**config.mk**
```make
export PLATFORM = sky130hd
export DESIGN_NAME = led_scanner_flat
export DESIGN_NICKNAME = d
export VERILOG_FILES = /design/src/rtl/led_pkg.sv /design/src/rtl/led_scanner_if.sv /design/src/rtl/led_scanner_frame_counter.sv /design/src/rtl/led_scanner.sv /design/src/flat_wrapper.sv
export SDC_FILE = /design/constraint.sdc
export NUM_CORES = 1
export LEC_CHECK = 0
export ABC_AREA = 1
export CORE_ASPECT_RATIO = 2
export CORE_MARGIN = 2
export CORE_UTILIZATION = 52
export DETAILED_ROUTE_END_ITERATION = 10
export HOLD_SLACK_MARGIN = 0.06
export PLACE_DENSITY = 0.79
export SLEW_MARGIN = 25
export SYNTH_ARGS = -nofsm -noshare
export SYNTH_HDL_FRONTEND = slang
export SYNTH_HIERARCHICAL = 1
export SYNTH_SLANG_ARGS = --single-unit
export TNS_END_PERCENT = 20
```
**constraint.sdc**
```tcl
create_clock -name clk -period 2.1 [get_ports clk]
set_input_delay 0.42 -clock clk [delete_from_list [all_inputs] [get_ports clk]]
set_output_delay 0.42 -clock clk [all_outputs]
set_load 0.005 [all_outputs]
```
**src/rtl/led_pkg.sv**
```systemverilog
// Shared constants and types for the HUB75 scan engine and the top-level pin packing.
package led_pkg;

    localparam int PANEL_W    = 64;
    localparam int HALF_ROWS  = 32;
    localparam int COL_PHASES = 4;

    typedef enum logic [1:0] {
        SHIFT = 2'd0,
        BLANK = 2'd1,
        LATCH = 2'd2
    } state_t;

    // Bit positions inside LED_PANEL[15:0] as packed by top
    localparam int LP_R0       = 0;
    localparam int LP_G0       = 1;
    localparam int LP_B0       = 2;
    localparam int LP_R1       = 3;
    localparam int LP_G1       = 4;
    localparam int LP_B1       = 5;
    localparam int LP_ADDR_LSB = 6;
    localparam int LP_SCLK     = 11;
    localparam int LP_LAT      = 12;
    localparam int LP_OE       = 13;

    // Row index queried for the bottom half: the top-half row with bit 5 set, no carry.
    function automatic logic [5:0] bottom_y(input logic [4:0] row);
        return {1'b1, row};
    endfunction

endpackage

```
**src/rtl/led_scanner_if.sv**
```systemverilog
// Painter query bus plus HUB75 panel pins driven by the scan engine.
interface led_scanner_if;
    logic [12:0] frame;
    logic [7:0]  subframe;
    logic [5:0]  x;
    logic [5:0]  y;
    logic [2:0]  rgb;
    logic        r0, g0, b0;
    logic        r1, g1, b1;
    logic [4:0]  addr;
    logic        sclk;
    logic        lat;
    logic        oe;

    modport master (
        output frame, subframe, x, y,
        input  rgb,
        output r0, g0, b0, r1, g1, b1, addr, sclk, lat, oe
    );

    modport slave (
        input  frame, subframe, x, y,
        output rgb,
        input  r0, g0, b0, r1, g1, b1, addr, sclk, lat, oe
    );
endinterface

```
**src/rtl/led_scanner_frame_counter.sv**
```systemverilog
// Subframe/frame counter advanced by one tick per completed panel scan.
module frame_counter #(
    parameter int SUBFRAMES = 256
) (
    input  logic        clk,
    input  logic        reset,
    input  logic        tick,
    output logic [7:0]  subframe,
    output logic [12:0] frame
);

    localparam logic [7:0] SUB_LAST = 8'(SUBFRAMES - 1);

    // Subframe wraps at SUBFRAMES-1 and carries into the free-running 13-bit frame count.
    always_ff @(posedge clk or posedge reset) begin
        if (reset) begin
            subframe <= 8'd0;
            frame    <= 13'd0;
        end else if (tick) begin
            if (subframe == SUB_LAST) begin
                subframe <= 8'd0;
                frame    <= frame + 13'd1;
            end else begin
                subframe <= subframe + 8'd1;
            end
        end
    end

endmodule

```
**src/rtl/led_scanner.sv**
```systemverilog
// HUB75 1/32-scan engine for a 64x64 panel: queries the painter, shifts two rows, blanks, latches.
module led_scanner
    import led_pkg::*;
#(
    parameter int SUBFRAMES = 256
) (
    input  logic          clk,
    input  logic          reset,
    led_scanner_if.master bus
);

    state_t      state_r;
    logic [5:0]  col_r;
    logic [1:0]  phase_r;
    logic [4:0]  row_r;
    logic        primed_r;
    logic [2:0]  top_r;
    logic [5:0]  x_r;
    logic [5:0]  y_r;
    logic [2:0]  data0_r;
    logic [2:0]  data1_r;
    logic [4:0]  addr_r;
    logic        sclk_r;
    logic        lat_r;
    logic        oe_r;
    logic        tick_s;
    logic [7:0]  subframe_s;
    logic [12:0] frame_s;

    // Counters step on the last row's latch so row 0 of the next scan sees the new values.
    assign tick_s = (state_r == LATCH) && (row_r == 5'(HALF_ROWS - 1));

    frame_counter #(.SUBFRAMES(SUBFRAMES)) u_frame_counter (
        .clk      (clk),
        .reset    (reset),
        .tick     (tick_s),
        .subframe (subframe_s),
        .frame    (frame_s)
    );

    // Scan sequencer: four phases per column, then one blank and one latch cycle per row.
    always_ff @(posedge clk or posedge reset) begin
        if (reset) begin
            state_r  <= SHIFT;
            col_r    <= 6'd0;
            phase_r  <= 2'd0;
            row_r    <= 5'd0;
            primed_r <= 1'b0;
            top_r    <= 3'd0;
            x_r      <= 6'd0;
            y_r      <= 6'd0;
            data0_r  <= 3'd0;
            data1_r  <= 3'd0;
            addr_r   <= 5'd0;
            sclk_r   <= 1'b0;
            lat_r    <= 1'b0;
            oe_r     <= 1'b1;
        end else begin
            case (state_r)
                SHIFT: begin
                    phase_r <= phase_r + 2'd1;
                    case (phase_r)
                        2'd0: begin
                            top_r <= bus.rgb;
                            y_r   <= bottom_y(row_r);
                        end
                        2'd1: begin
                            // Bottom colour goes straight to the pins; it is captured the same edge.
                            data0_r <= top_r;
                            data1_r <= bus.rgb;
                        end
                        2'd2: begin
                            sclk_r <= 1'b1;
                        end
                        default: begin
                            sclk_r <= 1'b0;
                            if (col_r == 6'(PANEL_W - 1)) begin
                                state_r <= BLANK;
                                oe_r    <= 1'b1;
                            end else begin
                                col_r <= col_r + 6'd1;
                                x_r   <= col_r + 6'd1;
                                y_r   <= {1'b0, row_r};
                            end
                        end
                    endcase
                end
                BLANK: begin
                    state_r  <= LATCH;
                    lat_r    <= 1'b1;
                    addr_r   <= row_r;
                    primed_r <= 1'b1;
                end
                LATCH: begin
                    state_r <= SHIFT;
                    lat_r   <= 1'b0;
                    oe_r    <= ~primed_r;
                    row_r   <= row_r + 5'd1;
                    col_r   <= 6'd0;
                    phase_r <= 2'd0;
                    x_r     <= 6'd0;
                    y_r     <= {1'b0, row_r + 5'd1};
                end
                default: begin
                    state_r <= SHIFT;
                    sclk_r  <= 1'b0;
                    lat_r   <= 1'b0;
                    oe_r    <= 1'b1;
                end
            endcase
        end
    end

    assign bus.frame    = frame_s;
    assign bus.subframe = subframe_s;
    assign bus.x        = x_r;
    assign bus.y        = y_r;
    assign bus.r0       = data0_r[2];
    assign bus.g0       = data0_r[1];
    assign bus.b0       = data0_r[0];
    assign bus.r1       = data1_r[2];
    assign bus.g1       = data1_r[1];
    assign bus.b1       = data1_r[0];
    assign bus.addr     = addr_r;
    assign bus.sclk     = sclk_r;
    assign bus.lat      = lat_r;
    assign bus.oe       = oe_r;

endmodule

```
**src/flat_wrapper.sv**
```systemverilog
// flat-port wrapper written by rule: the top's interface ports become plain ports
module led_scanner_flat import led_pkg::*;
#(
    parameter int SUBFRAMES = 256
)
  (clk, reset, bus_frame, bus_subframe, bus_x, bus_y, bus_rgb, bus_r0, bus_g0, bus_b0, bus_r1, bus_g1, bus_b1, bus_addr, bus_sclk, bus_lat, bus_oe);
  led_scanner_if bus_i ();
  input  logic clk;
  input  logic reset;
  output wire logic [$bits(bus_i.frame)-1:0] bus_frame;
  output wire logic [$bits(bus_i.subframe)-1:0] bus_subframe;
  output wire logic [$bits(bus_i.x)-1:0] bus_x;
  output wire logic [$bits(bus_i.y)-1:0] bus_y;
  input wire logic [$bits(bus_i.rgb)-1:0] bus_rgb;
  output wire logic [$bits(bus_i.r0)-1:0] bus_r0;
  output wire logic [$bits(bus_i.g0)-1:0] bus_g0;
  output wire logic [$bits(bus_i.b0)-1:0] bus_b0;
  output wire logic [$bits(bus_i.r1)-1:0] bus_r1;
  output wire logic [$bits(bus_i.g1)-1:0] bus_g1;
  output wire logic [$bits(bus_i.b1)-1:0] bus_b1;
  output wire logic [$bits(bus_i.addr)-1:0] bus_addr;
  output wire logic [$bits(bus_i.sclk)-1:0] bus_sclk;
  output wire logic [$bits(bus_i.lat)-1:0] bus_lat;
  output wire logic [$bits(bus_i.oe)-1:0] bus_oe;
  assign bus_frame = bus_i.frame;
  assign bus_subframe = bus_i.subframe;
  assign bus_x = bus_i.x;
  assign bus_y = bus_i.y;
  assign bus_i.rgb = bus_rgb;
  assign bus_r0 = bus_i.r0;
  assign bus_g0 = bus_i.g0;
  assign bus_b0 = bus_i.b0;
  assign bus_r1 = bus_i.r1;
  assign bus_g1 = bus_i.g1;
  assign bus_b1 = bus_i.b1;
  assign bus_addr = bus_i.addr;
  assign bus_sclk = bus_i.sclk;
  assign bus_lat = bus_i.lat;
  assign bus_oe = bus_i.oe;
  led_scanner #(.SUBFRAMES(SUBFRAMES)) u_core (.clk(clk), .reset(reset), .bus(bus_i));
endmodule
```
Word level (Yosys, flattened, before mapping)

Cells that the tools add are included.
Widths: inputs -> output; s select.

Input port bits: 5
Flip-flop bits (word level): 60
Word-level logic and storage cells: 69

Reductions and logical operators: 16
Add/sub/neg operators: 5
Mux-type cells: 17
Eq/ne operators: 13
Bitwise operators: 3

Operator list:

| operator              | number |
|---|---|
| $pmux 6 s2            | 3 |
| $mux 6                | 3 |
| $add 13x1->13 const B | 1 |
| $reduce_and 2->1      | 5 |
| $reduce_and 3->1      | 3 |
| $add 8x1->8 const B   | 1 |
| $eq 8x8->1 const B    | 1 |
| $mux 8                | 1 |
| $ne 2x2->1 const B    | 4 |
| $pmux 2 s2            | 2 |
| $add 6x1->6 const B   | 1 |
| $eq 6x6->1 const B    | 1 |
| $pmux 1 s2            | 3 |
| $reduce_or 2->1       | 3 |
| $add 5x1->5 const B   | 1 |
| $eq 5x5->1 const B    | 1 |
| $eq 2x1->1 const B    | 2 |
| $eq 2x2->1 const B    | 2 |
| $logic_not 2->1       | 2 |
| $mux 2                | 2 |
| $ne 3x3->1 const B    | 1 |
| $not 1->1             | 3 |
| $pmux 1 s3            | 1 |
| $reduce_or 3->1       | 1 |
| other kinds (5)       | 6 |

Depth between registers and ports, before layout

Depth in word-level cells: 4
Gate-level depth with buffers: 13
Gate-level depth less buffers: 13

By module

Netlist, hierarchy kept.

Modules (own cells, without submodules):

| module        | cells each | times used | area an instance (um2) |
|---|---|---|---|
| led_scanner   | 201        | 1          | 1830.5 |
| frame_counter | 121        | 1          | 1072.3 |

Worst setup path before layout

Ideal clock, no wire load.

Path type: register to register
From: reg u_core.row_r[0]
To: reg u_core.u_frame_counter.frame[12]
Data required time: 1.983 ns
Cell stages (with the launch flop): 14
Path buffers: 0
Arrival time: 1.635 ns
Path slack: 0.348 ns
Cells stage by stage: dfrtp_1 > ha_1 > nand2_1 > nor2_1 > ha_1 > nand2_1 > inv_1 > nand2_1 > nor2_4 > nand2_4 > nor2_8 > nand2_1 > nand2_1 > nand2_1

Word-level cells in the longest chain between the ends: 3

Ends and longest elaborated chain:

| element                    | RTL line                        | RTL |
|---|---|---|
| start, declared            | led_scanner.sv:15               | `logic [4:0] row_r;` |
| start signal, assigned     | led_scanner.sv:98               | `row_r <= row_r + 5'd1;` |
| $eq 5x5->1                 | led_scanner.sv:31               | `assign tick_s = (state_r == LATCH) && (row_r == 5'(HALF_ROWS - 1));` |
| $logic_and 1x1->1          | led_scanner.sv:31               |  |
| via u_core.tick_s          | led_scanner.sv:26               | `logic tick_s;` |
| $reduce_and 2->1 (no line) | -                               |  |
| end signal, assigned       | led_scanner_frame_counter.sv:22 | `frame <= frame + 13'd1;` |
| end, declared              | led_scanner_frame_counter.sv:9  | `output logic [12:0] frame` |

The timed path passes the listed nets, and every way through them passes these cells.
A chain may end at the register's enable or synchronous reset.

Worst setup path after layout

Same ends and word-level chain as after synthesis.

==> flow_metrics.py <==
metrics = {
    "sta": {
        "hold_viol_final": 0,
        "clock_skew_ns": 0.00891,
        "achievable-frequency_mhz": 530,
        "worst_pin_slew_ns": 0.481,
        "relSlewSlack": 0.679,
        "final_max_slew_viol_count": 0,
        "setup_violations": 0,
        "final.period_utilization": 0.898,
        "rsz0062_at_grt": "no",
        "period_minus_slack_ns": 1.89,
        "fin_setup_tns_ns": 0,
    },
    "routing": {
        "finalWirelength_um": 6050,
        "detail_route.vias_per_cell": 5.15,
        "final_antenna_net_count": 0,
        "wire_per_inst_um": 13.3,
        "drt_iter0_drc": 83,
        "dr.pass1.iters": 4,
        "num_vias": 2342,
        "post-route-drc-count": 0,
    },
    "layout": {
        "antenna_cells": 0,
        "nets": 408,
        "area_delta_synth_final_pct": 28.8,
        "drive_gt1_frac": 0.116,
        "fillers": 454,
    },
    "clock_network": {
        "cts_max_path_buffers": 2,
        "cts_tree": "built",
        "hold_buffers": 0,
        "cts_sinks": 60,
        "clk_latency_ns": 0.34,
        "clockRootBuffer": "clkbuf_8",
        "clk_pin_slew_ns": 0.06,
        "htreeDepth": 3,
        "numCtsBuffers": 9,
    },
    "yosys": {
        "synthFlopType": "dfrtp_1",
        "ys_types": 34,
        "synth_fp_nets": 339,
        "syn-cell-area_mm2": 0.00290,
        "synth-edff-count": 0,
        "syn-mean-instance-area_um2": 9.01,
        "yosys_warnings": 6,
        "netlist_instances": 322,
        "async_flop_share": 1.00,
        "ys_seq_area_frac": 0.518,
        "ys_ff_latch": 60,
    },
    "place": {
        "place_congestion": 0.790,
        "dp_hpwl_um": 4450,
        "io_buffers": 51,
    },
    "worst_setup_path": {
        "r2r-end": "u_core/u_frame_counter/frame[12]$_DFFE_PP0P_",
        "critPathArrivalTime_ns": 2.12,
        "crit_fanout": 10,
        "r2r_start": "u_core/row_r[0]$_DFFE_PP0P_",
        "start_kind": "register",
        "r2r_slack_ns": 0.21,
        "end_kind": "register",
        "critPathKind": "register to register",
        "r2r_cells": 13,
        "required_ns": 2.34,
    },
    "die": {
        "rows": 38,
        "initial_core_util": 0.536,
        "die_w_um": 56.8,
        "num_io_pins": 52,
        "die_y_um": 110,
        "core_mm2": 0.00542,
        "fp.dieArea_mm2": 0.00623,
    },
    "grt": {
        "grt_overflow_total": 0,
        "grt_pass1_wl_um": 10200,
        "grt_max_degree": 40,
        "grt_antenna_before_repair": 0,
        "gr-usage-all-layers": 0.214,
        "grt_pass1_vias": 2392,
    },
    "pwr": {
        "peakVddDrop_uv": 661,
        "power_w": 0.00221,
        "power_per_cell_area_mw_per_mm2": 592,
        "leakage_nw": 1.84,
    },
    "outcome": {
        "status": "completed",
    },
    "job": {
        "cap_violations": 0,
    },
    "hold_path": {
        "worstHoldPathType": "input port to async pin",
    },
}
cell usage in the layout (no fill, tap or decap), types with 2 or more instances in the layout:
| cell type | count |
|---|---|
| xor2_1 | 8 |
| nand3b_1 | 5 |
| nand2_1 | 103 |
| nand2_4 | 2 |
| inv_1 | 28 |
| clkdlybuf4s50_1 | 51 |
| buf_4 | 9 |
| clkbuf_8 | 10 |
| mux2_1 | 3 |
| ha_1 | 12 |
| nor2_4 | 3 |
| nand2_2 | 6 |
| o21ai_0 | 16 |
| dfrtp_1 | 59 |
| clkbuf_1 | 3 |
| xnor2_1 | 4 |
| nand3_1 | 19 |
| a21oi_1 | 3 |
| o21ai_1 | 7 |
| nand4_1 | 3 |
| inv_2 | 2 |
| nor2_2 | 2 |
| nor2_1 | 20 |
cells by family after synthesis:
kind of cell,after synthesis,share of synthesized area
fa+ha+maj,12,0.0517
xor+xnor,13,0.0418
simple gates,171,0.276
mux,4,0.0155
flops,60,0.518
compound gates,28,0.0500
buf+inv,34,0.0474
cell usage after synthesis (2+ instances only):
cell      count  area share
nand2_1     104        0.13
nand3_1      19       0.033
o21ai_1       7       0.012
xor2_1        8       0.024
nor2_4        3       0.012
nand2_4       3       0.012
ha_1         12       0.052
nand3b_1      5       0.013
nor2_1       21       0.027
nand2_2       5       0.011
buf_4         2      0.0052
dfrtp_1      59        0.51
inv_1        29       0.037
xnor2_1       4       0.012
mux2_1        3       0.012
o21ai_0      16       0.028
nand4_1       3      0.0065
a21oi_1       3      0.0052
critical path, cell delays in order, from the launching register on:
cell and delay (ns):
dfrtp_1 0.39, ha_1 0.19, nand2_1 0.07, nor2_1 0.09, ha_1 0.14, nand2_1 0.06
inv_2 0.09, nand2_2 0.08, nor2_4 0.19, nand2_8 0.13, nor2_8 0.17, nand2_1 0.07
nand2_1 0.07, nand2_1 0.04
area by class of cell:
class                           count  area (µm²)  area share
Tap cell                           60        75.1      0.0201
Sequential cell                    60        1500       0.402
Clock inverter                      2        35.0     0.00937
Timing Repair Buffer               60         578       0.155
Clock buffer                       13         149      0.0398
Inverter                           32         123      0.0328
Multi-Input combinational cell    228        1280       0.341
sequential cells by signal, summed over array words and instances, names as in the netlist:
register,cells
u_core/u_frame_counter/subframe,8
u_core/bus.y,6
u_core/data0_r,3
u_core/bus.lat,1
u_core/bus.sclk,1
u_core/row_r,5
u_core/data1_r,3
u_core/top_r,3
u_core/phase_r,2
u_core/state_r,2
u_core/bus.oe,1
u_core/bus.x,6
u_core/u_frame_counter/frame,13
u_core/primed_r,1
u_core/bus.addr,5
per-stage QoR:
stage	std cells	hold WS (ns)	util	instance area [µm²]	setup slack (ns)
2_1_floorplan	322	0.397	-	2900	0.348
3_3_place_gp	435	0.452	0.646	3500	0.241
3_5_place_dp	435	0.451	0.646	3500	0.145
4_1_cts	450	0.370	0.680	3690	0.140
5_1_grt	455	0.413	0.690	3740	0.0301
6_report	455	0.371	0.690	3740	0.213
metal layers:
layer / global-route usage / vias up / share of wire / wire length (µm)
met4: 0.128 / 0 / 0.031 / 189
met3: 0.0518 / 17 / 0.042 / 255
li1: - / 1159 / - / -
met2: 0.387 / 62 / 0.56 / 3370
met1: 0.217 / 1104 / 0.37 / 2230
met5: 0 / - / 0 / 0
how the worst max path moves through the flow:
stage	depth (start not counted)	slack [ns]	endpoint	startpoint
final	13	0.21	u_core/u_frame_counter/frame[12]$_DFFE_PP0P_	u_core/row_r[0]$_DFFE_PP0P_
after global routing	13	0.03	u_core/u_frame_counter/frame[10]$_DFFE_PP0P_	u_core/row_r[0]$_DFFE_PP0P_
after CTS	13	0.14	u_core/u_frame_counter/frame[12]$_DFFE_PP0P_	u_core/row_r[0]$_DFFE_PP0P_
after detailed placement	13	0.15	u_core/u_frame_counter/frame[12]$_DFFE_PP0P_	u_core/row_r[0]$_DFFE_PP0P_
after global placement	13	0.24	u_core/u_frame_counter/frame[12]$_DFFE_PP0P_	u_core/row_r[0]$_DFFE_PP0P_
after floorplan	13	0.35	u_core/u_frame_counter/frame[12]$_DFFE_PP0P_	u_core/row_r[0]$_DFFE_PP0P_
where the power goes:
group          switching, W  internal [W]
sequential       0.00000459       0.00117
combinational     0.0000295     0.0000225
clock              0.000418      0.000573
what timing repair did:
item,CTS,global route
buffers inserted,0,5
setup endpoints to repair,0,7
gates resized for setup,0,4
(Power assumes the default switching activity.)
